==> src/rtl/game_pkg.sv <==
// Shared state encoding, widths and defaults for the game-flow controller.
package game_pkg;

  localparam int unsigned STATE_W              = 3;
  localparam int unsigned BCD_W                = 4;
  localparam int unsigned LIVES_W              = 4;
  localparam int unsigned TIMER_W              = 8;
  localparam int unsigned MAX_LIVES            = 9;
  localparam int unsigned START_LIVES_DEF      = 3;
  localparam int unsigned BRICKS_TOTAL_DEF     = 128;
  localparam int unsigned OVER_DEBOUNCE_FRAMES = 30;

  typedef enum logic [STATE_W-1:0] {
    ST_IDLE  = 3'd0,
    ST_SERVE = 3'd1,
    ST_PLAY  = 3'd2,
    ST_LOST  = 3'd3,
    ST_CLEAR = 3'd4,
    ST_OVER  = 3'd5
  } state_e;

  // Add one life, holding at the display maximum.
  function automatic logic [LIVES_W-1:0] lives_inc_sat(input logic [LIVES_W-1:0] l);
    return (l >= LIVES_W'(MAX_LIVES)) ? LIVES_W'(MAX_LIVES) : l + LIVES_W'(1);
  endfunction

endpackage

==> src/rtl/bcd2_sat_counter.sv <==
// Two-digit BCD up-counter with synchronous clear; holds at 99 instead of wrapping.
module bcd2_sat_counter
  import game_pkg::*;
(
  input  logic             clk,
  input  logic             reset,
  input  logic             clr,
  input  logic             inc,
  output logic [BCD_W-1:0] ones,
  output logic [BCD_W-1:0] tens
);

  logic [BCD_W-1:0] ones_d, ones_q;
  logic [BCD_W-1:0] tens_d, tens_q;
  logic             at_max_c;

  assign at_max_c = (ones_q == BCD_W'(9)) && (tens_q == BCD_W'(9));

  always_comb begin
    ones_d = ones_q;
    tens_d = tens_q;
    if (clr) begin
      ones_d = '0;
      tens_d = '0;
    end else if (inc && !at_max_c) begin
      if (ones_q == BCD_W'(9)) begin
        ones_d = '0;
        tens_d = tens_q + BCD_W'(1);
      end else begin
        ones_d = ones_q + BCD_W'(1);
      end
    end
  end

  always_ff @(posedge clk or posedge reset) begin
    if (reset) begin
      ones_q <= '0;
      tens_q <= '0;
    end else begin
      ones_q <= ones_d;
      tens_q <= tens_d;
    end
  end

  assign ones = ones_q;
  assign tens = tens_q;

endmodule

==> src/rtl/game_state_controller.sv <==
// Game flow, score and lives for the brick-breaker playfield.
// Optional EXTRA_LIFE_EN: bonus lives at score 50 and once on reaching 99.
module game_state_controller
  import game_pkg::*;
#(
  parameter int unsigned START_LIVES  = START_LIVES_DEF,
  parameter int unsigned BRICKS_TOTAL = BRICKS_TOTAL_DEF,
  parameter int unsigned SERVE_FRAMES = 60,
  parameter int unsigned LOST_FRAMES  = 90,
  parameter int unsigned CLEAR_FRAMES = 120,
  parameter int unsigned OVER_FRAMES  = 180
) (
  input  logic               clk,
  input  logic               reset,
  input  logic               frame_start,
  input  logic               brick_hit,
  input  logic               ball_lost,
  input  logic               start_btn,
  output logic [BCD_W-1:0]   score0,
  output logic [BCD_W-1:0]   score1,
  output logic [LIVES_W-1:0] lives,
  output logic [STATE_W-1:0] state,
  output logic               ball_freeze,
  output logic               ball_serve,
  output logic               clear_bricks,
  output logic               game_over
);

  localparam int unsigned BRICK_W = $clog2(BRICKS_TOTAL + 1);

  state_e               state_d, state_q;
  logic [TIMER_W-1:0]   timer_d, timer_q;
  logic [LIVES_W-1:0]   lives_d, lives_q;
  logic [BRICK_W-1:0]   bricks_d, bricks_q;
  logic                 award99_d, award99_q;
  logic                 ball_serve_d, ball_serve_q;
  logic                 clear_bricks_d, clear_bricks_q;
  logic                 ball_freeze_d, ball_freeze_q;
  logic                 game_over_d, game_over_q;

  logic                 new_game_c;
  logic                 grant_c;
  logic                 wall_done_c;
  logic                 score_inc_c;
  logic [BCD_W-1:0]     ones, tens;
  logic [2*BCD_W-1:0]   score_bcd;

  assign score_bcd = {tens, ones};

  bcd2_sat_counter u_score (
    .clk   (clk),
    .reset (reset),
    .clr   (new_game_c),
    .inc   (score_inc_c),
    .ones  (ones),
    .tens  (tens)
  );

  // Next-state, statistics and output pulse logic.
  always_comb begin
    state_d        = state_q;
    lives_d        = lives_q;
    bricks_d       = bricks_q;
    award99_d      = award99_q;
    ball_serve_d   = 1'b0;
    clear_bricks_d = 1'b0;
    new_game_c     = 1'b0;
    grant_c        = 1'b0;
    score_inc_c    = 1'b0;
    wall_done_c    = brick_hit && (bricks_q == BRICK_W'(1));

    case (state_q)
      ST_IDLE: begin
        new_game_c = start_btn;
      end
      ST_SERVE: begin
        if (timer_q == TIMER_W'(SERVE_FRAMES)) begin
          state_d      = ST_PLAY;
          ball_serve_d = 1'b1;
        end
      end
      ST_PLAY: begin
        if (brick_hit) begin
          score_inc_c = 1'b1;
          bricks_d    = bricks_q - BRICK_W'(1);
`ifdef EXTRA_LIFE_EN
          if (score_bcd == 8'h49) grant_c = 1'b1;
          if (((score_bcd == 8'h98) || (score_bcd == 8'h99)) && !award99_q) begin
            grant_c   = 1'b1;
            award99_d = 1'b1;
          end
`endif
        end
        // A hit that empties the wall wins over a simultaneous loss.
        if (wall_done_c) begin
          state_d = ST_CLEAR;
          lives_d = grant_c ? lives_inc_sat(lives_q) : lives_q;
        end else if (ball_lost) begin
          if (grant_c) begin
            state_d = ST_LOST;
          end else begin
            lives_d = lives_q - LIVES_W'(1);
            state_d = (lives_q == LIVES_W'(1)) ? ST_OVER : ST_LOST;
          end
        end else if (grant_c) begin
          lives_d = lives_inc_sat(lives_q);
        end
      end
      ST_LOST: begin
        if (timer_q == TIMER_W'(LOST_FRAMES)) state_d = ST_SERVE;
      end
      ST_CLEAR: begin
        if (timer_q == TIMER_W'(CLEAR_FRAMES)) begin
          state_d        = ST_SERVE;
          clear_bricks_d = 1'b1;
          bricks_d       = BRICK_W'(BRICKS_TOTAL);
        end
      end
      ST_OVER: begin
        if (start_btn && (timer_q >= TIMER_W'(OVER_DEBOUNCE_FRAMES))) begin
          new_game_c = 1'b1;
        end else if (timer_q == TIMER_W'(OVER_FRAMES)) begin
          state_d = ST_IDLE;
        end
      end
      default: begin
        state_d = ST_IDLE;
      end
    endcase

    if (new_game_c) begin
      state_d        = ST_SERVE;
      lives_d        = LIVES_W'(START_LIVES);
      bricks_d       = BRICK_W'(BRICKS_TOTAL);
      award99_d      = 1'b0;
      clear_bricks_d = 1'b1;
    end

    if (state_d != state_q) begin
      timer_d = '0;
    end else if (frame_start) begin
      timer_d = timer_q + TIMER_W'(1);
    end else begin
      timer_d = timer_q;
    end

    ball_freeze_d = (state_d != ST_PLAY);
    game_over_d   = (state_d == ST_OVER);
  end

  always_ff @(posedge clk or posedge reset) begin
    if (reset) begin
      state_q        <= ST_IDLE;
      timer_q        <= '0;
      lives_q        <= '0;
      bricks_q       <= BRICK_W'(BRICKS_TOTAL);
      award99_q      <= 1'b0;
      ball_serve_q   <= 1'b0;
      clear_bricks_q <= 1'b0;
      ball_freeze_q  <= 1'b1;
      game_over_q    <= 1'b0;
    end else begin
      state_q        <= state_d;
      timer_q        <= timer_d;
      lives_q        <= lives_d;
      bricks_q       <= bricks_d;
      award99_q      <= award99_d;
      ball_serve_q   <= ball_serve_d;
      clear_bricks_q <= clear_bricks_d;
      ball_freeze_q  <= ball_freeze_d;
      game_over_q    <= game_over_d;
    end
  end

  assign score0       = ones;
  assign score1       = tens;
  assign lives        = lives_q;
  assign state        = state_q;
  assign ball_freeze  = ball_freeze_q;
  assign ball_serve   = ball_serve_q;
  assign clear_bricks = clear_bricks_q;
  assign game_over    = game_over_q;

endmodule

==> config.mk <==
export PLATFORM = sky130hd
export DESIGN_NAME = game_state_controller
export DESIGN_NICKNAME = d
export VERILOG_FILES = /design/src/rtl/game_pkg.sv /design/src/rtl/bcd2_sat_counter.sv /design/src/rtl/game_state_controller.sv
export SDC_FILE = /design/constraint.sdc
export NUM_CORES = 1
export LEC_CHECK = 0
export ABC_AREA = 1
export ABC_CLOCK_PERIOD_IN_PS = 2750
export CAP_MARGIN = 40
export CELL_PAD_IN_SITES_DETAIL_PLACEMENT = 2
export CELL_PAD_IN_SITES_GLOBAL_PLACEMENT = 2
export CORE_ASPECT_RATIO = 0.5
export CORE_UTILIZATION = 33
export CTS_CLUSTER_SIZE = 20
export DETAILED_ROUTE_END_ITERATION = 12
export PLACE_DENSITY = 0.77
export SLEW_MARGIN = 20
export SYNTH_ARGS = -nofsm -noshare
export SYNTH_HDL_FRONTEND = slang
export SYNTH_HIERARCHICAL = 1
export SYNTH_SLANG_ARGS = --single-unit
export TNS_END_PERCENT = 50
==> constraint.sdc <==
create_clock -name clk -period 2.75 [get_ports clk]
set_clock_uncertainty 0.2 [all_clocks]
set_input_delay 0.825 -clock clk [delete_from_list [all_inputs] [get_ports clk]]
set_output_delay 0.825 -clock clk [all_outputs]
set_load 0.02 [all_outputs]
Word level (Yosys, flattened, before mapping). Cells that the tools add are included.

$lt $le $gt $ge: 1. Equality and inequality tests: 19. Reductions and logical operators: 15. Mux-type cells: 35. $add $sub $neg: 5.

Operators by type and width (count): $mux 4 (10); $mux 8 (5); $mux 3 (9); $pmux 3 s6 (1); $eq 8x7->1 const B (2); $pmux 8 s2 (1); $reduce_bool 2->1 (5); $eq 3x3->1 const B (3); $add 4x1->4 const B (2); $add 8x1->8 const B (1); $eq 4x4->1 const B (2); $eq 8x1->1 const B (1); $eq 8x6->1 const B (1); $eq 8x8->1 const B (1); $ge 8x5->1 const B (1); $mux 1 (8); $sub 8x1->8 const B (1); $eq 3x2->1 const B (2); $ne 3x3->1 const B (2); $reduce_and 3->1 (2); $eq 4x1->1 const B (1); $logic_and 1x1->1 (4); $sub 4x1->4 const B (1); $eq 3x1->1 const B (1); other kinds (8) (8).

Input bits: 6. Output and inout bits: 19. Word-level logic and storage cells: 85. Flip-flop bits (word level): 35.

Longest topological paths before layout.
Depth after elaboration: 8. Mapped depth: 15. Mapped depth without buffers: 15.

Modules after synthesis. The synthesis kept the hierarchy.

Modules (own cells, without submodules): game_state_controller (times used 1, area each 1669.1 µm², seq. area each 678.2 µm², cells each 207); bcd2_sat_counter (times used 1, area each 530.5 µm², seq. area each 200.2 µm², cells each 68).

Least setup slack after synthesis. OpenSTA, ideal clock, no wires.

Kind: register to register. Start: reg timer_q[0]. End: reg u_score.ones_q[3], in the netlist u_score/ones[3]. Buffers on the path: 0. Arrival: 1700 ps. Library setup time: 118 ps. Cell stages (with the launch flop): 16. Clock period less this slack: 2018 ps. Path slack: 732 ps. Required time: 2432 ps. Path through: dfrtp_1 > inv_1 > ha_1 > inv_1 > nand2_1 > nand3_1 > nand2_1 > nand2_1 > nand2_2 > nand2_4 > inv_1 > inv_1 > o21ai_2 > nor2_1 > nand2_1 > o21ai_2.

Word-level cells in the longest chain between the ends: 5. Elaborated cells between the ends (all ways): 6. Classes of those cells: 1 x order compare; 3 x mux; 2 x reduce/logical.

RTL lines: start: declaration (line game_state_controller.sv:32) `logic [TIMER_W-1:0] timer_d, timer_q;`; start signal: assignment (line game_state_controller.sv:164) `timer_q <= timer_d;`; $ge 8x5->1 * (line game_state_controller.sv:120) `if (start_btn && (timer_q >= TIMER_W'(OVER_DEBOUNCE_FRAMES))) begin`; $logic_and 1x1->1 * (line game_state_controller.sv:120); $mux 1 * (line game_state_controller.sv:120); $pmux 1 s2 * (line game_state_controller.sv:72) `case (state_q)`; net new_game_c (line game_state_controller.sv:41) `logic new_game_c;`; $mux 4 / $reduce_bool 2->1 (equally long branches); end signal: assignment (line bcd2_sat_counter.sv:40) `ones_q <= ones_d;`; end: declaration (line bcd2_sat_counter.sv:13) `logic [BCD_W-1:0] ones_d, ones_q;`.

The timed path passes the listed nets; every way through them passes the cells marked *. A chain may end at the register's enable or synchronous reset.

Worst setup path after layout.
Start: in brick_hit. End: reg timer_q[4].

Word-level cells in the longest chain between the ends: 6. Elaborated cells between the ends (all ways): 7. Classes of those cells: 1 x eq/ne; 4 x mux; 2 x reduce/logical.

RTL lines: start: declaration (line game_state_controller.sv:16) `input logic brick_hit,`; $logic_and 1x1->1 * (line game_state_controller.sv:70) `wall_done_c = brick_hit && (bricks_q == BRICK_W'(1));`; $mux 3 * (line game_state_controller.sv:95) `if (wall_done_c) begin`; $pmux 3 s6 * (line game_state_controller.sv:72); $mux 3 * (line game_state_controller.sv:131) `if (new_game_c) begin`; $ne 3x3->1 * (line game_state_controller.sv:139) `if (state_d != state_q) begin`; $mux 8 / $reduce_bool 2->1 (equally long branches).

Every way passes the cells marked *; elsewhere a longest branch is shown, timed or not.

==> qor.tcl <==
set qor(portBuffers) 24
set qor(drtPass1Iterations) 4
set qor(setup_repair_after_global_routing_missed_its_margin) {no}
set qor(wl_per_cell_um) 14.7
set qor(met1_wire_length_mm) 2.75
set qor(placement.setup.worst_slack_ps) 41.6
set qor(most-common-layout-cells) {54 x nand2_1, 44 x inv_1, 33 x dfrtp_1, 29 x nor2_1, 24 x clkdlybuf4s50_1}
set qor(critical_path.reg2reg.startpoint) {timer_q[0]}
set qor(syn-num-nets) 292
set qor(hold_path_end) {lives[0]}
set qor(worstPathMaxFanout) 8
set qor(via_cell_ratio) 4.70
set qor(fillCellCount) 704
set qor(routed.top_layer) {met4}
set qor(path_clk_slew_ps) 60
set qor(cp_top_delay_family) {simple AND/OR/NAND/NOR gates}
set qor(cts.htree.levels) 2
set qor(worstHoldPathType) {reg -> reg}
set qor(min_path_cells) 2
set qor(status) {finished, final reports clean}
set qor(final_nets) 326
set qor(finish.cell_count_without_fillers) 398
set qor(ff2ff_setup_slack_ps) 470
set qor(power_per_cell_area_nw_per_um2) 860
set qor(first_global_vias) 2069
set qor(fp.coreArea_um2) 6260
set qor(final_core_util_pct) 43.9
set qor(route.antenna.remaining_nets) 0
set qor(clock_insertion_delay_worst_skew_ps) 280
set qor(ff2ff_path_depth) 15
set qor(hpwl_mm) 4.57
set qor(design.die.area_um2) 7020
set qor(gp_congestion) 0.789
set qor(setup_viol_count_final) 0
set qor(remaining_drc_errors) 0
set qor(clock.fmax_ghz) 0.412
set qor(hold_path_startpoint) {lives[0]}
set qor(synth_sequential_area_ratio_pct) 39.9
set qor(syn_area_um2) 2200
set qor(cts.repair_timing.setup_buffer_count) 0
set qor(grt_pass1_wl_mm) 10.1
set qor(finalWirelength_mm) 5.85
set qor(floorplan.initialDensity_pct) 35.2
set qor(grt_overflow) 0
set qor(drv.max_cap_violation_count) 0
set qor(final_layout_setup_total_negative_slack_ps) 0
set qor(cts_made_buffers) 5
set qor(critPathMaxStageDelay_ps) 510
set qor(fp-row-count) 20
set qor(grt_start_max_net_pins) 28
set qor(initialDrtViolationCount) 24
set qor(die_w_um) 117
set qor(total_leakage_power_nw) 1.36
set qor(clockBufferDepth) 2
set qor(met2RoutedLength_mm) 2.95
set qor(vdd_ir_drop_max_mv) 0.483
set qor(fp.dieH_um) 59.7
set qor(yosysUniqueCellTypes) 30
set qor(required_time_of_the_worst_setup_path_ps) 2760
set qor(worstPathArrival_ps) 2440
set qor(grt_antenna_before_repair) 0
set qor(timing.setup.critical_path_class) {in -> reg}
set qor(routed_met3_length_um) 123
set qor(ys_ff_latch) 35
set qor(clock_tree.root_cell) {clkbuf_16}
set qor(ctsHoldBuffers) 0
set qor(postSynthAreaPerCell_um2) 8.00
set qor(layout-drive-gt1-share_pct) 17.4
set qor(period_needed_ps) 2430
set qor(route.vias.total) 1871
set qor(cts.sinks) 35
set qor(clock_tree_from_tritoncts) {done}
set qor(reg2reg_to) {u_score/ones[1]}
set qor(worst_slack_ps) 322
set qor(layout.cells.most_common) {nand2_1}
set qor(areaGrowthSynthToFinish_pct) 24.9
set qor(timing_max_transition_violations_final) 0
set qor(cell_count_post_placement) 390
set qor(worst-slew-pin-transition_ps) 384
set qor(worstPathBufferInverterCount) 1
set qor(timing.critical_path.to_type) {register}
set qor(worst_slew_margin_rel_pct) 74.3
set qor(synthCells) 275
set qor(crit_path_start_kind) {input port}
set qor(cts_resized) 0
set qor(crit_path_cell_trace) {clkdlybuf4s50_1 > nand2_1 > nor2_1 > nand2_1 > nand2_1 > nor2_4 > nor2_2 > nand4_1 > nand2_2 > nand3_4 > nor2_2}
set qor(synth-warning-count) 6
set qor(worst_path_most_repeated_cell) {nand2_1}
set qor(hold_viol) 0
set qor(groute.usage.overall_pct) 18.5
set qor(fin_hold_ws_ps) 352
set qor(n_antenna_cell) 0
set qor(layout_worst_path_cycle_share_pct) 88.3
set qor(ioPinCount) 25
set qor(critPathSlowestCell) {clkdlybuf4s50_1}
[how the worst max path moves through the flow]
stage / startpoint / slack, ps / depth (start not counted) / end
3_3_place_gp: brick_hit / 150 / 11 / timer_q[1]
3_5_place_dp: brick_hit / 40 / 11 / timer_q[4]
6_report: brick_hit / 320 / 11 / timer_q[4]
2_1_floorplan: timer_q[0] / 730 / 15 / u_score/ones[3]
5_1_grt: brick_hit / 150 / 11 / timer_q[4]
4_1_cts: brick_hit / 300 / 11 / timer_q[4]
[routing by layer]
metal,GRT usage (%),vias up
li1,-,926
met1,23.3,925
met2,34.2,16
met3,3.72,4
met4,2.75,0
met5,0,-
[report_power, final]
| part | total [mW] | leakage (nW) | switching [mW] | internal [mW] |
|---|---|---|---|---|
| clock | 0.664 | 0.0868 | 0.213 | 0.451 |
| combinational | 0.955 | 0.818 | 0.592 | 0.362 |
| sequential | 0.743 | 0.459 | 0.125 | 0.619 |
| total | 2.36 | 1.36 | 0.930 | 1.43 |
[per-stage QoR]
stage / total power, mW / instance area, um^2
2_1_floorplan: 1.41 / 2200
4_1_cts: 2.40 / 2750
3_3_place_gp: 1.66 / 2570
6_report: 2.36 / 2750
3_5_place_dp: 1.71 / 2570
5_1_grt: 2.55 / 2750
[cell usage after synthesis (all sizes together)]
| cell type | instances | area, um^2 |
|---|---|---|
| nand2 | 68 | 300 |
| inv | 48 | 180 |
| nor2 | 40 | 183 |
| dfrtp | 33 | 826 |
| nand3 | 23 | 148 |
| ha | 11 | 138 |
| xor2 | 11 | 96.3 |
| a21oi | 7 | 35.0 |
| nor3 | 7 | 45.0 |
| o22ai | 6 | 37.5 |
| o21ai | 5 | 36.3 |
| xnor2 | 5 | 43.8 |
| a31oi | 2 | 18.8 |
| dfstp | 2 | 52.6 |
| nand4 | 2 | 12.5 |
| a22oi | 1 | 7.51 |
| clkinv | 1 | 3.75 |
| nor4 | 1 | 21.3 |
| o211ai | 1 | 7.51 |
| o21bai | 1 | 7.51 |
[cells by family after synthesis]
logic type | count (synthesis) | synth area share, %
compound gates | 23 | 6.83
fa+ha+maj | 11 | 6.26
xor+xnor | 16 | 6.37
buf+inv | 49 | 8.36
simple gates | 141 | 32.3
flops | 35 | 39.9
[state kept, by name (all words and copies together), names as in the netlist]
| signal | cells |
|---|---|
| ball_freeze | 1 |
| ball_serve | 1 |
| bricks_q | 8 |
| game_over | 1 |
| u_score/tens | 4 |
| timer_q | 8 |
| lives | 4 |
| u_score/ones | 4 |
| clear_bricks | 1 |
| state | 3 |
[tightest hold or removal path, delay by kind of cell (launching register included)]
| family | cells | cell delay (ps) |
|---|---|---|
| flip-flops | 1 | 390 |
| AND/OR/NAND/NOR | 2 | 130 |
[layout make-up]
| class | count | area, um^2 | share of cell area [%] |
|---|---|---|---|
| timing repair buffer | 27 | 263 | 9.57 |
| tap | 88 | 110 | 4.01 |
| inverter | 49 | 184 | 6.70 |
| multi-input combinational | 191 | 1140 | 41.4 |
| sequential | 35 | 878 | 32.0 |
| clock buffer | 6 | 139 | 5.06 |
| clock inverter | 2 | 35.0 | 1.28 |
No activity file was read; power rests on OpenSTA's default activity.
